### src/rtl/flash_cmd_sched.sv
// flash_cmd_sched
// ---------------
// Round-robin command scheduler in front of the NAND flash controller core.
// Several requesters share the single nfc_cmd/nfc_strt/RWA/BF_sel port.
// The block runs one flash operation at a time: it grants a requester,
// validates the command, issues the start pulse, waits for the core's
// done handshake (drop, then rise), and returns a one-cycle response
// with error status to the granted requester.
//
// Build option:
//   FLASH_SCHED_TIMEOUT_EN - when defined, a 16-bit watchdog aborts an
//   operation that waits TMO_CYC cycles for the core. The scheduler then
//   strobes a reset command into the core and responds with rsp_err[4]=1.
//   When undefined, the wait states wait indefinitely and rsp_err[4]=0.
//
// Ports:
//   clk, rst          system clock, asynchronous active-low reset
//   req/req_cmd/req_addr  per-requester request level, 3-bit command and
//                     16-bit row address (slice i = [3i+2:3i] / [16i+15:16i])
//   gnt               one-hot grant pulse, combinational in the IDLE cycle
//   rsp_valid/rsp_id/rsp_err  one-cycle response {tmo,bad_cmd,RErr,EErr,PErr}
//   busy              operation in progress (grant acceptance to response)
//   nfc_cmd/nfc_strt/RWA/BF_sel  command port toward the flash core
//   nfc_done, PErr, EErr, RErr   completion level and error flags from core
//
// State table:
//   IDLE    | arbitrate; grant accepted at the clock edge
//   CHECK   | validate the latched command
//   START   | nfc_strt pulse with command and row address
//   WAIT_LO | wait for nfc_done=0 (core acknowledge)
//   WAIT_HI | wait for nfc_done=1, capture error flags
//   TMO_RST | watchdog expired: reset command strobe to the core
//   RESP    | rsp_valid pulse back to the owner

module flash_cmd_sched #(
  parameter int NREQ    = 4,
  parameter int TMO_CYC = 65535
) (
  input  logic                 clk,
  input  logic                 rst,
  input  logic [NREQ-1:0]      req,
  input  logic [3*NREQ-1:0]    req_cmd,
  input  logic [16*NREQ-1:0]   req_addr,
  output logic [NREQ-1:0]      gnt,
  output logic                 rsp_valid,
  output logic [2:0]           rsp_id,
  output logic [4:0]           rsp_err,
  output logic                 busy,
  output logic [2:0]           nfc_cmd,
  output logic                 nfc_strt,
  output logic [15:0]          RWA,
  output logic                 BF_sel,
  input  logic                 nfc_done,
  input  logic                 PErr,
  input  logic                 EErr,
  input  logic                 RErr
);

  localparam logic [2:0] ST_IDLE    = 3'd0;
  localparam logic [2:0] ST_CHECK   = 3'd1;
  localparam logic [2:0] ST_START   = 3'd2;
  localparam logic [2:0] ST_WAIT_LO = 3'd3;
  localparam logic [2:0] ST_WAIT_HI = 3'd4;
  localparam logic [2:0] ST_RESP    = 3'd5;
  localparam logic [2:0] ST_TMO_RST = 3'd6;

  localparam logic [2:0] CMD_RESET  = 3'b011;

  function automatic logic cmd_valid(input logic [2:0] c);
    return (c == 3'b001) || (c == 3'b010) || (c == 3'b011) ||
           (c == 3'b100) || (c == 3'b101);
  endfunction

  // Commands that move data through the page buffer.
  function automatic logic cmd_uses_buf(input logic [2:0] c);
    return (c == 3'b001) || (c == 3'b010) || (c == 3'b101);
  endfunction

  logic [2:0]  state_q, state_d;
  logic [2:0]  ptr_q, ptr_d;
  logic [2:0]  id_q, id_d;
  logic [2:0]  cmd_q, cmd_d;
  logic [15:0] addr_q, addr_d;
  logic [4:0]  err_q, err_d;

  logic        rsp_valid_q, rsp_valid_d;
  logic [2:0]  rsp_id_q, rsp_id_d;
  logic [4:0]  rsp_err_q, rsp_err_d;
  logic        busy_q, busy_d;
  logic [2:0]  nfc_cmd_q, nfc_cmd_d;
  logic        nfc_strt_q, nfc_strt_d;
  logic [15:0] rwa_q, rwa_d;
  logic        bf_sel_q, bf_sel_d;

  logic [7:0]  req_pad;
  logic [3:0]  cand;
  logic        arb_hit;
  logic [2:0]  arb_idx;
  logic        grant;
  logic        tmo_hit;
  logic        in_wait;

  assign in_wait = (state_q == ST_WAIT_LO) || (state_q == ST_WAIT_HI);

  // ---------------------------------------------------------------------
  // Round-robin arbitration: first requester at or after ptr_q, cyclically.
  // ---------------------------------------------------------------------
  always_comb begin
    req_pad = '0;
    req_pad[NREQ-1:0] = req;
  end

  always_comb begin
    arb_hit = 1'b0;
    arb_idx = '0;
    cand    = '0;
    for (int k = 0; k < NREQ; k++) begin
      cand = {1'b0, ptr_q} + 4'(k);
      if (cand >= 4'(NREQ)) cand = cand - 4'(NREQ);
      if (!arb_hit && req_pad[cand[2:0]]) begin
        arb_hit = 1'b1;
        arb_idx = cand[2:0];
      end
    end
  end

  // Grant is qualified by rst so that gnt reads 0 while reset is held,
  // even though it is a combinational decode of req in IDLE.
  assign grant = rst && (state_q == ST_IDLE) && arb_hit;

  always_comb begin
    gnt = '0;
    for (int i = 0; i < NREQ; i++) begin
      gnt[i] = grant && (arb_idx == 3'(i));
    end
  end

  // ---------------------------------------------------------------------
  // Operation watchdog
  // ---------------------------------------------------------------------
`ifdef FLASH_SCHED_TIMEOUT_EN
  // Down-counter loaded in START; expiry when it reads zero in a wait
  // state, which is exactly TMO_CYC wait cycles after START.
  localparam logic [15:0] TMO_LOAD = 16'(TMO_CYC - 1);

  logic [15:0] wdog_q, wdog_d;

  always_comb begin
    wdog_d = wdog_q;
    if (state_q == ST_START) begin
      wdog_d = TMO_LOAD;
    end else if (in_wait && (wdog_q != 16'd0)) begin
      wdog_d = wdog_q - 16'd1;
    end
  end

  assign tmo_hit = in_wait && (wdog_q == 16'd0);

  always_ff @(posedge clk or negedge rst) begin
    if (!rst) begin
      wdog_q <= '0;
    end else begin
      wdog_q <= wdog_d;
    end
  end
`else
  logic [15:0] unused_tmo;
  assign unused_tmo = 16'(TMO_CYC);
  assign tmo_hit    = 1'b0;
`endif

  // ---------------------------------------------------------------------
  // Sequencer
  // ---------------------------------------------------------------------
  always_comb begin
    state_d = state_q;
    ptr_d   = ptr_q;
    id_d    = id_q;
    cmd_d   = cmd_q;
    addr_d  = addr_q;
    err_d   = err_q;

    case (state_q)
      ST_IDLE: begin
        if (grant) begin
          id_d  = arb_idx;
          ptr_d = (arb_idx == 3'(NREQ - 1)) ? 3'd0 : arb_idx + 3'd1;
          for (int i = 0; i < NREQ; i++) begin
            if (arb_idx == 3'(i)) begin
              cmd_d  = req_cmd[3*i +: 3];
              addr_d = req_addr[16*i +: 16];
            end
          end
          err_d   = '0;
          state_d = ST_CHECK;
        end
      end
      ST_CHECK: begin
        if (!cmd_valid(cmd_q)) begin
          err_d   = 5'b01000;
          state_d = ST_RESP;
        end else begin
          state_d = ST_START;
        end
      end
      ST_START: begin
        state_d = ST_WAIT_LO;
      end
      ST_WAIT_LO: begin
        if (!nfc_done) begin
          state_d = ST_WAIT_HI;
        end else if (tmo_hit) begin
          state_d = ST_TMO_RST;
        end
      end
      ST_WAIT_HI: begin
        // A completion on the expiry cycle still counts as a completion.
        if (nfc_done) begin
          err_d   = {2'b00, RErr, EErr, PErr};
          state_d = ST_RESP;
        end else if (tmo_hit) begin
          state_d = ST_TMO_RST;
        end
      end
      ST_TMO_RST: begin
        err_d   = 5'b10000;
        state_d = ST_RESP;
      end
      ST_RESP: begin
        state_d = ST_IDLE;
      end
      default: begin
        state_d = ST_IDLE;
      end
    endcase
  end

  // Outputs are registered from the next state so they line up with
  // state_q on the following cycle and are glitch-free toward the core.
  always_comb begin
    nfc_strt_d  = (state_d == ST_START) || (state_d == ST_TMO_RST);
    nfc_cmd_d   = nfc_cmd_q;
    rwa_d       = rwa_q;
    if (state_d == ST_START) begin
      nfc_cmd_d = cmd_d;
      rwa_d     = addr_d;
    end else if (state_d == ST_TMO_RST) begin
      nfc_cmd_d = CMD_RESET;
    end
    bf_sel_d    = ((state_d == ST_START) || (state_d == ST_WAIT_LO) ||
                   (state_d == ST_WAIT_HI)) && cmd_uses_buf(cmd_d);
    busy_d      = (state_d != ST_IDLE) && (state_d != ST_RESP);
    rsp_valid_d = (state_d == ST_RESP);
    rsp_id_d    = (state_d == ST_RESP) ? id_d  : 3'd0;
    rsp_err_d   = (state_d == ST_RESP) ? err_d : 5'd0;
  end

  always_ff @(posedge clk or negedge rst) begin
    if (!rst) begin
      state_q     <= ST_IDLE;
      ptr_q       <= '0;
      id_q        <= '0;
      cmd_q       <= '0;
      addr_q      <= '0;
      err_q       <= '0;
      rsp_valid_q <= 1'b0;
      rsp_id_q    <= '0;
      rsp_err_q   <= '0;
      busy_q      <= 1'b0;
      nfc_cmd_q   <= '0;
      nfc_strt_q  <= 1'b0;
      rwa_q       <= '0;
      bf_sel_q    <= 1'b0;
    end else begin
      state_q     <= state_d;
      ptr_q       <= ptr_d;
      id_q        <= id_d;
      cmd_q       <= cmd_d;
      addr_q      <= addr_d;
      err_q       <= err_d;
      rsp_valid_q <= rsp_valid_d;
      rsp_id_q    <= rsp_id_d;
      rsp_err_q   <= rsp_err_d;
      busy_q      <= busy_d;
      nfc_cmd_q   <= nfc_cmd_d;
      nfc_strt_q  <= nfc_strt_d;
      rwa_q       <= rwa_d;
      bf_sel_q    <= bf_sel_d;
    end
  end

  assign rsp_valid = rsp_valid_q;
  assign rsp_id    = rsp_id_q;
  assign rsp_err   = rsp_err_q;
  assign busy      = busy_q;
  assign nfc_cmd   = nfc_cmd_q;
  assign nfc_strt  = nfc_strt_q;
  assign RWA       = rwa_q;
  assign BF_sel    = bf_sel_q;

endmodule
### config.mk
export PLATFORM = sky130hd
export DESIGN_NAME = flash_cmd_sched
export DESIGN_NICKNAME = d
export VERILOG_FILES = /design/src/rtl/flash_cmd_sched.sv
export SDC_FILE = /design/constraint.sdc
export NUM_CORES = 1
export LEC_CHECK = 0
export ABC_AREA = 1
export ABC_CLOCK_PERIOD_IN_PS = 7200
export CAP_MARGIN = 15
export CELL_PAD_IN_SITES_DETAIL_PLACEMENT = 1
export CELL_PAD_IN_SITES_GLOBAL_PLACEMENT = 1
export CORE_UTILIZATION = 35
export CTS_CLUSTER_DIAMETER = 150
export DETAILED_ROUTE_END_ITERATION = 10
export PLACE_DENSITY = 0.85
export SLEW_MARGIN = 20
export SYNTH_ARGS = -nofsm -noshare
export SYNTH_HDL_FRONTEND = slang
export SYNTH_SLANG_ARGS = --single-unit
### constraint.sdc
create_clock -name clk -period 7.2 [get_ports clk]
set_input_delay 0.72 -clock clk [delete_from_list [all_inputs] [get_ports clk]]
set_output_delay 0.72 -clock clk [all_outputs]
set_load 0.01 [all_outputs]
# Yosys cells after proc, flatten, opt, wreduce, memory -nomap -nowiden

Cells that the tools add are included.

Flip-flop bits (word level): 64
Input bits: 86
Output and inout bits: 35

$add $sub $neg: 8
Magnitude comparators: 8
Equality and inequality tests: 22
Multiplexer cells: 48
Reductions and logical operators: 28

Operator list:

| kind                | number |
|---|---|
| $mux 16             | 6 |
| $mux 3              | 24 |
| $eq 3x2->1 const B  | 9 |
| $eq 3x3->1 const B  | 8 |
| $mux 5              | 4 |
| $pmux 5 s4          | 1 |
| $pmux 3 s6          | 1 |
| $lt 3x4->1 const B  | 4 |
| $bmux 1 s3          | 4 |
| $eq 3x1->1 const B  | 4 |
| $ge 4x3->1 const B  | 3 |
| $sub 3x3->3 const B | 4 |
| $logic_and 1x1->1   | 11 |
| $logic_or 1x1->1    | 9 |
| $add 3x2->4 const B | 2 |
| $mux 1              | 8 |
| $logic_not 3->1     | 2 |
| $add 3x1->4 const B | 1 |
| $add 3x1->3 const B | 1 |
| $ge 3x3->1 const B  | 1 |
| $logic_not 1->1     | 3 |
| $ne 3x3->1 const B  | 1 |
| $reduce_bool 3->1   | 1 |
| $reduce_and 2->1    | 1 |
| $reduce_bool 2->1   | 1 |

# Depth between registers and ports, before layout

Gate-level depths: netlist of run 1.

Depth in word-level cells: 25
Mapped depth: 25
Depth with buffers taken out: 23

# Worst setup path after synthesis of run 1

Ideal clock, no wire load.

Path type: reg-to-output
Start: register ptr_q[0]
End: output gnt[1]
Arrival time: 2380 ps
Required time: 6480 ps
Path slack: 4100 ps
Cell stages (with the launch flop): 15
Cells stage by stage: dfrtp_1 buf_6 inv_6 ha_1 inv_1 nand3_1 nand3_1 inv_1 nand4_1 o21ai_0 inv_1 ha_1 inv_2 clkbuf_1 nor2_1

Longest elaborated chain between the ends: 16
Elaborated cells between the ends (all ways): 40

RTL lines:

| item                                                                 | line | source |
|---|---|---|
| start: declaration                                                   | 80   | `logic [2:0] ptr_q, ptr_d;` |
| start signal: assignment                                             | 276  | `ptr_q <= ptr_d;` |
| parallel branches: the longest is 15 deep, another holds $add 3x1->4 | n/a  |  |
| $logic_and 1x1->1 (*)                                                | 134  | `gnt[i] = grant && (arb_idx == 3'(i));` |
| end: declaration                                                     | 44   | `output logic [NREQ-1:0] gnt,` |

Every way passes the cells marked *. The select of a mux whose other input is x is not followed.

# Worst setup path after layout of run 1

Start: register ptr_q[0]
End: output gnt[2]

Longest elaborated chain between the ends: 16
Elaborated cells between the ends (all ways): 40

RTL lines:

| item                                                                 | line |
|---|---|
| parallel branches: the longest is 15 deep, another holds $add 3x1->4 | n/a |
| $logic_and 1x1->1 (*)                                                | 134 |

Marked as above.

==> reports/results.txt, run 1 <==
status - finished clean
maxcap violations - 0
Pwr Density - 530.1 nW/um^2
Initial Util - 36.62%
DR vias - 3698
Tmin final - 5321 ps
Core ar. - 9910 sq um
sequential share of the synthesized area - 42.76%
WL final - 12220 um
PnR worst setup slack - 1879 ps
Slew @ Worst Pin - 1032 ps
Port Buffers - 120
layout cell share with drive strength beyond 1 - 10.78%
met3 GRT Util - 4.028%
TritonCTS clock tree - built
clock insertion delay at the later pin of the skew report - 350 ps
busiest grt layer - met2
Layout Skew - 5.283 ps
Arr. time, crit path - 4600 ps
Async SR Flop Fraction - 100.0%
post-route cell area - 5055 sq um
# setup viols final - 0
DR iter-0 viols - 140
highest clock rate - 0.1879 GHz
Syn Nets - 578
post_cts resized - 0
leading cell type in the layout, fill and taps excluded - nand2_1
area of the multi-input gates - 1783 sq um
Warnings, synthesis - 0
Hold WC Path Type - reg2reg
ant diodes - 0
Area Overhead vs Synth - 39.31%
Final Hold Vio Count - 0
Placed Area - 4873 sq um
clock sink count - 62
Routed WL per cell - 16.60 um
storage element area - 1551 sq um
CTS Hold Bufs - 0
die width - 103.8 um
GRT overflow - 0
Yosys reg bits - 62
Die Y - 103.8 um
Netlist cell types - 32
Design Power - 2.679 mW
M1 GR Usage - 28.84%
clock buffer depth - 2
CTS H-tree depth - 3
Final TNS setup - 0 ps
total CTS buffers - 9
post-route ant nets - 0
All-Layer GR Usage - 24.05%
Global Route met2 Usage - 41.43%
Clock Pin Slew Worst Setup and Hold Paths - 70 ps
initial antenna violation count - 0
setup slack at placement - 2121 ps
Max-slew headroom - 31.18%
worst path required time - 6480 ps
pin count of the biggest net entering global routing - 64
hold_ws - 490.7 ps
Final Wtd Congestion - 0.8916
period utilization - 73.91%
vias per inst - 5.024
Site Rows - 36
post-CTS setup buffers - 0
Critical Path End Type - output port
vias in the first global route - 4095
FILL cells - 1260
first-pass GRT wire length - 20280 um
Mapped Area - 3628 sq um
Mean Syn Cell Area - 7.466 sq um
Ports - 121
clock root buffer - clkbuf_8
DRC Markers - 0
worst-path fanout max - 26
post-synthesis cell count - 486
max-slew violations - 0
EDFF count, synth - 0
die area - 10780 sq um
Lkg Pwr - 2.399 nW
nets - 690
RSZ-0062 raised after global routing - false
nature of the critical path startpoint - flip-flop
most frequent cells in the layout - nand2_1 (199), clkdlybuf4s50_1 (119), dfrtp_1 (62), o21ai_0 (46), nand3_1 (34)
predominant post-synthesis flop cell - dfrtp_1
VDD IR max - 250.8 uV
drt first pass iters - 4
HPWL after DPL - 9073 um
critical path class - reg2out
## power breakdown
group | internal (mW) | switching (mW) | leakage (nW)
registers | 0.484 | 0.0814 | 0.800
clock network | 0.158 | 0.137 | 0.0968
logic | 0.636 | 1.18 | 1.50
total | 1.28 | 1.40 | 2.40
## final timing paths
path | to | cells after the start | startpoint | slack [ps]
worst max-delay path | gnt[2] | 14 | ptr_q[0] | 1880
worst min-delay path | RWA[10] | 2 | RWA[10] | 490
worst max register to register | BF_sel | 20 | ptr_q[0] | 2680
worst min register to register | RWA[10] | 2 | RWA[10] | 490
max in group asynchronous | addr_q[10] | 2 | rst | 6120
min in group asynchronous | nfc_cmd[0] | 2 | rst | 520
## synth_stat cells (all sizes together) (4+ instances only)
library cell / n / area [sq um]
nand3: 47 / 307.8
clkbuf: 12 / 45.04
or2: 4 / 25.02
nor2: 21 / 116.4
buf: 8 / 80.06
o21ai: 53 / 265.3
mux2i: 4 / 40.04
inv: 42 / 165.2
a21oi: 8 / 55.05
dfrtp: 62 / 1551
ha: 6 / 75.07
nand2: 209 / 829.6
## registers in the layout, indices dropped and copies added, names as in the netlist
| register | cells |
|---|---|
| rsp_id | 3 |
| BF_sel | 1 |
| id_q | 3 |
| rsp_valid | 1 |
| rsp_err | 5 |
| busy | 1 |
| addr_q | 16 |
| state_q | 3 |
| ptr_q | 3 |
| nfc_strt | 1 |
| RWA | 16 |
| cmd_q | 3 |
| nfc_cmd | 3 |
| err_q | 3 |
## layout make-up
class                   instances  share of cell area [%]
multi-input cells             361                   35.27
well taps                     133                   3.292
clock buffers                  11                   2.599
flip-flops and latches         62                   30.69
clock inverters                 5                  0.9901
repair buffers                121                   23.81
inverters                      43                   3.342
## routing by layer
metal  up-vias  wire length (um)
li1       1763                 -
met3        28               477
met1      1785              5316
met4         0               355
met5         -                 0
met2       122              6071
## logic make-up after synthesis
kind of cell    count (synthesis)  synth area share, %
simple gates                  287                36.59
buf+inv                        63                8.103
mux                             4                1.103
flops                          62                42.76
compound gates                 64                9.379
fa+ha+maj                       6                2.069
## stage by stage
stage | cells | util [%]
after floorplan | 486 | -
after global placement | 720 | 49.18
after detailed placement | 720 | 49.18
after CTS | 736 | 51.01
after global routing | 736 | 51.01
final | 736 | 51.01
## critical path, cell delays in order (launching register included)
cell,delay (ps)
dfrtp_1,570
inv_6,80
ha_1,380
inv_1,80
nand3_1,100
nand3_2,140
nor2_1,190
nand2_1,90
nand3_1,70
o21ai_0,90
o21ai_0,200
ha_1,930
clkinv_1,500
nor2_1,260
clkdlybuf4s50_1,560
No activity file was read; power rests on OpenSTA's default activity.
==> run 2, diff against run 1 <==
ABC_CLOCK_PERIOD_IN_PS = 5200   (was 7200)
CORE_UTILIZATION = 32   (was 35)
PLACE_DENSITY = 0.78   (was 0.85)
clock period = 5.2 ns   (was 7.2 ns; I/O delays follow)
==> run 2 against run 1 <==
  * Sequential share of layout area down 1.1 points
  * Setup slack lost 1300 ps
  * Non-clock buffer count increased by 2
  * Final cell count up 1.4%
  * Highest routed layer unchanged
  * Count of clock-buffer cells in the layout increased by 2
  * Worst hold slack worse by 98 ps
  * Utilization fell by 3.1 points
  * Critical endpoint is now gnt[3]
  * Total power up 47%
  * Combinational power rose by 37%
  * Via count fell by 3.0%
==> reports/results.txt, run 2 (synthesized netlist as in run 1, its figures left out) <==
worst-path fanout max - 13
nature of the critical path startpoint - flip-flop
Initial Util - 33.18%
clock network power share - 16.9%
clock root buffer - clkbuf_16
TritonCTS clock tree - built
VDD IR max - 263.5 uV
Critical Path End Type - output port
DR vias - 3587
post_cts resized - 0
Die Y - 108.5 um
highest clock rate - 0.2141 GHz
Hold WC Path Type - in2async
Sw Ratio - 48.88%
period utilization - 89.82%
Reg2Reg Launch Point - ptr_q[0]
critical path class - reg2out
Core ar. - 10940 sq um
Final TNS setup - 0 ps
first-pass GRT wire length - 19440 um
most frequent cells in the layout - nand2_1 (199), clkdlybuf4s50_1 (119), dfrtp_1 (62), o21ai_0 (46), nand3_1 (34)
R2R depth - 20
clock sink count - 62
Slew @ Worst Pin - 819.9 ps
initial antenna violation count - 1
Pwr Density - 754.0 nW/um^2
Internal - 2.018 mW
CTS Hold Bufs - 0
die width - 108.5 um
P_sw - 1.929 mW
post-CTS setup buffers - 0
Port Buffers - 120
FILL cells - 1345
vias in the first global route - 3862
All-Layer GR Usage - 21.72%
R2R Setup Slk - 1040 ps
Area Overhead vs Synth - 44.28%
pin count of the biggest net entering global routing - 63
Layout Skew - 6.450 ps
Ports - 121
Clock Pin Slew Worst Setup and Hold Paths - 50 ps
RSZ-0062 raised after global routing - false
post-route ant nets - 0
vias per inst - 4.808
maxcap violations - 0
clock buffer depth - 2
DRC Markers - 0
Max-slew headroom - 45.28%
Site Rows - 38
Sequential Power Share - 19.9%
worst path required time - 4680 ps
layout cell share with drive strength beyond 1 - 11.24%
CTS H-tree depth - 3
WL final - 12090 um
clock insertion delay at the later pin of the skew report - 330 ps
Arr. time, crit path - 4150 ps
total CTS buffers - 9
Routed WL per cell - 16.20 um
DR iter-0 viols - 152
HPWL after DPL - 8893 um
status - finished clean
Tmin final - 4670 ps
Final Wtd Congestion - 0.8297
hold_ws - 392.5 ps
Lkg Pwr - 2.478 nW
max-slew violations - 0
Final Hold Vio Count - 0
Logic pwr share - 63.2%
# setup viols final - 0
nets - 692
worst reg2reg endpoint - RWA[10]
drt first pass iters - 4
GRT overflow - 0
die area - 11770 sq um
leading cell type in the layout, fill and taps excluded - nand2_1
[run 2: cell count changes in the layout (fill, tap and decap cells not counted)]
cell	change
clkbuf_16	+9
clkbuf_8	-6
clkinv_2	-3
buf_4	+2
bufinv_16	+1
clkbuf_1	-1
diode_2	+1
[run 2: area by class of cell]
| cell class | instances | area (sq um) | area share (%) |
|---|---|---|---|
| flip-flops and latches | 62 | 1551 | 29.64 |
| well taps | 140 | 175.2 | 3.346 |
| diodes | 1 | 2.502 | 0.04780 |
| clock buffers | 13 | 270.3 | 5.163 |
| repair buffers | 123 | 1219 | 23.28 |
| clock inverters | 3 | 65.06 | 1.243 |
| multi-input cells | 361 | 1783 | 34.06 |
| inverters | 43 | 168.9 | 3.227 |
[run 2: how the worst max path moves through the flow]
stage | start | endpoint | depth (start not counted)
6_report | ptr_q[0] | gnt[3] | 12
5_1_grt | ptr_q[0] | gnt[3] | 12
4_1_cts | ptr_q[0] | gnt[3] | 12
3_5_place_dp | req[3] | gnt[3] | 12
3_3_place_gp | req[2] | gnt[3] | 11
2_1_floorplan | ptr_q[0] | BF_sel | 20
[run 2: through the flow]
stage	utilization, %	setup slack (ps)	area (sq um)	total power, mW	cells
floorplan	-	2248	3628	2.562	486
global placement	44.78	979.3	4897	3.165	729
detailed placement	44.78	789.8	4897	3.274	729
CTS	47.85	455.8	5233	3.980	745
global route	47.87	192.8	5235	4.322	746
finish	47.87	529.6	5235	3.947	746
[run 2: power by group through the flow]
stage	clock, mW	sequential, mW	combinational (mW)
2_1_floorplan	0	0.793	1.77
3_3_place_gp	0	0.779	2.39
3_5_place_dp	0	0.788	2.49
4_1_cts	0.676	0.786	2.52
5_1_grt	0.695	0.807	2.82
6_report	0.666	0.785	2.50
[run 2: metal layers]
metal | vias up | track usage (%) | wire [um]
met5 | - | 0 | 0
met4 | 0 | 10.33 | 280
met3 | 15 | 3.315 | 598
met2 | 78 | 36.08 | 5867
met1 | 1720 | 27.52 | 5337
li1 | 1774 | - | -
[run 2: critical path, stage by stage (launching register included)]
cell and delay [ps]:
dfrtp_1 570, inv_6 80, ha_1 400, inv_1 80
nand3_1 90, nand3_1 140, inv_1 80, nand4_1 90
o21ai_0 530, ha_1 560, inv_1 260, nor2_4 330
clkdlybuf4s50_1 600
==> RTL change 1: new RTL, settings of run 2 <==
Take the reset off `addr_q` and load it in a clocked block of its own.
--- a/src/rtl/flash_cmd_sched.sv
+++ b/src/rtl/flash_cmd_sched.sv
@@ -263,3 +263,2 @@
       cmd_q       <= '0;
-      addr_q      <= '0;
       err_q       <= '0;
@@ -278,3 +277,2 @@
       cmd_q       <= cmd_d;
-      addr_q      <= addr_d;
       err_q       <= err_d;
@@ -291,2 +289,6 @@
 
+  always_ff @(posedge clk) begin
+    addr_q <= addr_d;
+  end
+
   assign rsp_valid = rsp_valid_q;
Formal check against the unedited RTL: same outputs for any inputs over 10 cycles, from zero or initial values and one cycle with rst low; that may be too few to reach the edited logic, so the function may still have changed.
==> RTL change 1 against run 2 <==
Synthesized area is 2.2% lower; worst hold slack worse by 120 ps; non-clock buffer count stayed put; total power is 6.2% lower; critical path depth stayed put; highest routed layer unchanged; core utilization is 1.7 points lower; global-route usage is 0.83 points lower; critical path type unchanged; largest power group unchanged; sequential share of layout area is 0.24 points lower; routed wire length is 3.9% lower; worst setup slack better by 150 ps; sequential cell count stayed put; register-to-register slack better by 150 ps; final area is 4.4% lower.
==> RTL change 1: results (changes against run 2) <==
[run_status]
status = complete, no violations

[cells_and_area]
num_antenna_cells = 0  ; -1
nFillCells = 1358  ; +0.97%
instances_no_fill = 745  ; -0.13%
drive_gt1_share_pct = 11.4  ; +0.17 points

[place]
place_congestion = 0.840  ; +1.3%
post-dp-hpwl_um = 8960  ; +0.80%
place_area_sq_um = 4820  ; -1.6%
port_buffers = 120  ; unchanged
pre_cts_slack_ps = 1000  ; +211 ps

[setup_path]
arrival_ps = 4000  ; -150 ps

[clocking]
clk_pin_slew_ps = 70  ; +20 ps
clock-root-buffer = clkbuf_8

[grt]
grt_util_all_layers_pct = 20.9  ; -0.83 points
grt_pass1_vias = 3642  ; -5.7%
grt_pass1_wl_um = 18400  ; -5.3%
grt_max_degree = 48  ; -24%
antenna_found_initial = 0  ; -1

[yosys]
async_reset_ff_share_pct = 74.2  ; -26 points
syn_area_per_cell_sq_um = 7.30  ; -2.2%
synth-seq-area-share_pct = 41.5  ; -1.3 points
synth_common_cells = nand2_1 (199), dfrtp_1 (46), o21ai_0 (46)
synthTopCellsByArea = dfrtp_1 (32%), nand2_1 (21%), dfxtp_1 (9.0%), o21ai_0 (6.5%), nand3_1 (4.8%)
synth_cell_types = 33  ; +3.1%

[routing]
drt_wl_total_um = 11600  ; -3.9%
drt-initial-drc-count = 190  ; +25%
vias = 3486  ; -2.8%

[sta]
maxSlewHeadroom_pct = 52.5  ; +7.2 points
skew_ps = 4.27  ; -2.18 ps

[pwr]
p_leak_nw = 2.34  ; -5.6%

[RTL change 1: metal layers]
metal | vias to the layer above | share of wire, % | track usage [%]
met3 | 9 | 4.7 | 3.03
met5 | - | 0 | 0
met2 | 80 | 44 | 31.8
met4 | 0 | 1.1 | 5.77
li1 | 1769 | - | -
met1 | 1628 | 51 | 30.6
[RTL change 1: power breakdown]
part	leakage (nW)	internal (mW)	switching (mW)	total, mW
combinational	1.51	0.887	1.61	2.49
sequential	0.732	0.671	0.120	0.791
clock	0.0948	0.218	0.200	0.418
total	2.34	1.78	1.93	3.70
[RTL change 1: cell families after synthesis]
| group | share of synthesized area, % |
|---|---|
| AO/OA/AOI/OAI | 9.59 |
| adder cells (fa/ha/maj) | 2.12 |
| buffers and inverters | 8.29 |
| flip-flops | 41.5 |
| multiplexers | 1.13 |
| AND/OR/NAND/NOR | 37.4 |
[RTL change 1: worst paths after layout]
check / from / end / slack [ps] / depth (start not counted)
max: ptr_q[0] / gnt[3] / 680 / 12
min: rst / err_q[0] / 270 / 2
max reg2reg: ptr_q[0] / RWA[0] / 1190 / 20
min reg2reg: id_q[1] / id_q[1] / 490 / 2
max in group asynchronous: rst / RWA[9] / 4540 / 2
min in group clk: id_q[1] / id_q[1] / 490 / 2
[RTL change 1: area by class of cell]
cell class / instances / area (sq um) / area share [%]
Sequential cell: 62 / 1470 / 29.4
Clock buffer: 9 / 124 / 2.47
Timing Repair Buffer: 123 / 1220 / 24.3
Tap cell: 140 / 175 / 3.50
Clock inverter: 7 / 65.1 / 1.30
Inverter: 43 / 169 / 3.37
Multi-Input combinational cell: 361 / 1780 / 35.6
[RTL change 1: stage by stage]
stage                     total power, mW  hold slack (ps)
after floorplan                      2.56              224
after global placement               3.24              462
after detailed placement             3.29              472
after CTS                            3.74              283
after global routing                 4.09              307
final                                3.70              269
==> RTL change 2: new RTL, config.mk and constraints of run 2 <==
Made on the original files. Build with the macro `FLASH_SCHED_TIMEOUT_EN` defined.
--- a/src/rtl/flash_cmd_sched.sv
+++ b/src/rtl/flash_cmd_sched.sv
@@ -34,2 +34,4 @@
 
+`define FLASH_SCHED_TIMEOUT_EN
+
 module flash_cmd_sched #(
Function: same outputs for any inputs over 10 cycles, from zero or initial values and one cycle with rst low; that may be too few to reach the edited logic, so the function may still have changed.
==> RTL change 2 against run 2 <==
Total power rose by 13%; fmax rose by 5.1%; die area rose by 22%; sequential cell count rose by 16; critical path depth rose by 4; worst setup slack improved by 230 ps; synthesized area rose by 23%; final area rose by 16%; critical path type unchanged; via count rose by 22%; clock power fell by 5.7%; final cell count rose by 20%; non-clock buffer count rose by 3; worst hold slack improved by 87 ps; critical endpoint is now gnt[1]; routed wire length rose by 16%.
==> RTL change 2: results (changes against run 2) <==
[run_status]
status = complete, no violations

[yosys]
synth_cells = 603  ; +24%
ys_warn_count = 0  ; unchanged
synth-seq-area-share_pct = 43.9  ; +1.1 points
synth.ff_latch_count = 78  ; +26%
synth_common_cells = nand2_1 (183), dfrtp_1 (78), o21ai_0 (59)
synthTopCellsByArea = dfrtp_1 (44%), nand2_1 (15%), o21ai_0 (6.6%), inv_1 (4.8%), nand3_1 (4.4%)
synthesis.nets = 697  ; +21%

[grt]
grt_pass1_vias = 4616  ; +20%
grt_pass1_wl_um = 23100  ; +19%
gr-usage-met3_pct = 3.09  ; -0.23 points
grt_max_degree = 78  ; +24%
use_met2_pct = 33.1  ; -3.0 points
grt_use_met1_pct = 28.1  ; +0.53 points
grt_util_all_layers_pct = 20.3  ; -1.5 points

[setup_path]
critPathMaxFanout = 27  ; +14
r2r_slack_ps = 1320  ; +280 ps
cp_slowest_cell = dfrtp_1
max_stage_delay_ps = 560  ; -40 ps

[sta]
maxSlewHeadroom_pct = 34.1  ; -11 points
skew_ps = 8.95  ; +2.50 ps
setup_slack_ps = 758  ; +228 ps
hold_slack_ps = 480  ; +87.0 ps

[cells_and_area]
nFillCells = 1660  ; +23%
buffers = 126  ; +2.4%
n_all_inverters = 66  ; +53%
num_antenna_cells = 0  ; -1
drive_gt1_share_pct = 7.89  ; -3.3 points
nets = 811  ; +17%
nMultiInputCombCells = 436  ; +21%
seq_share_pct = 32.0  ; +2.4 points
final_core_util_pct = 45.5  ; -2.4 points
multi_input_area_share_pct = 34.7  ; +0.64 points
clk_share_pct = 4.91  ; -1.5 points

[place]
place_area_sq_um = 5770  ; +18%
place_congestion = 0.853  ; +2.7%
pre_cts_slack_ps = 1060  ; +268 ps

[worst_hold_path]
hold_path_class = flip-flop to flip-flop

[routing]
drt-initial-drc-count = 272  ; +79%
wl_met2_um = 6620  ; +13%
wl_met1_um = 6740  ; +26%
wl_met3_um = 544  ; -9.0%
firstDrtPassIters = 5  ; +1
drt_wl_total_um = 14100  ; +16%

[pwr]
swShare_pct = 50.8  ; +1.9 points
seq-power_uw = 968  ; +23%
total_power_mw = 4.48  ; +13%
ir_drop_uv = 236  ; -10%
combPwrFrac_pct = 64.4  ; +1.2 points
p_leak_nw = 2.78  ; +12%

[clocking]
ctsHoldBuffers = 1  ; +1

## RTL change 2: changes by cell type in the layout (fill, tap and decap cells not counted), sizes merged, moves of 3 or more
cell | run 2 | this run
nor2 | 21 | 50
a21oi | 8 | 32
inv | 42 | 64
dfrtp | 62 | 78
nand2 | 209 | 195
o21ai | 53 | 66
o211ai | 1 | 13
a31oi | 2 | 10
clkinv | 2 | 7
mux2i | 4 | 0
or2 | 4 | 0
clkbuf | 13 | 10
nand4 | 3 | 6
## RTL change 2: kinds of logic after synthesis
group	share of synthesized area (%)
simple gates	29.6
flops	43.9
compound gates	15.5
xor+xnor	0.197
fa+ha+maj	2.25
buf+inv	8.55
## RTL change 2: path summary, 6_finish.rpt
check / from / endpoint / depth (start not counted)
setup / recovery: ptr_q[0] / gnt[1] / 16
hold / removal: RWA[8] / RWA[8] / 2
setup reg to reg: ptr_q[0] / nfc_cmd[0] / 22
hold reg to reg: RWA[8] / RWA[8] / 2
max in group asynchronous: rst / RWA[8] / 4
min in group asynchronous: rst / RWA[6] / 2
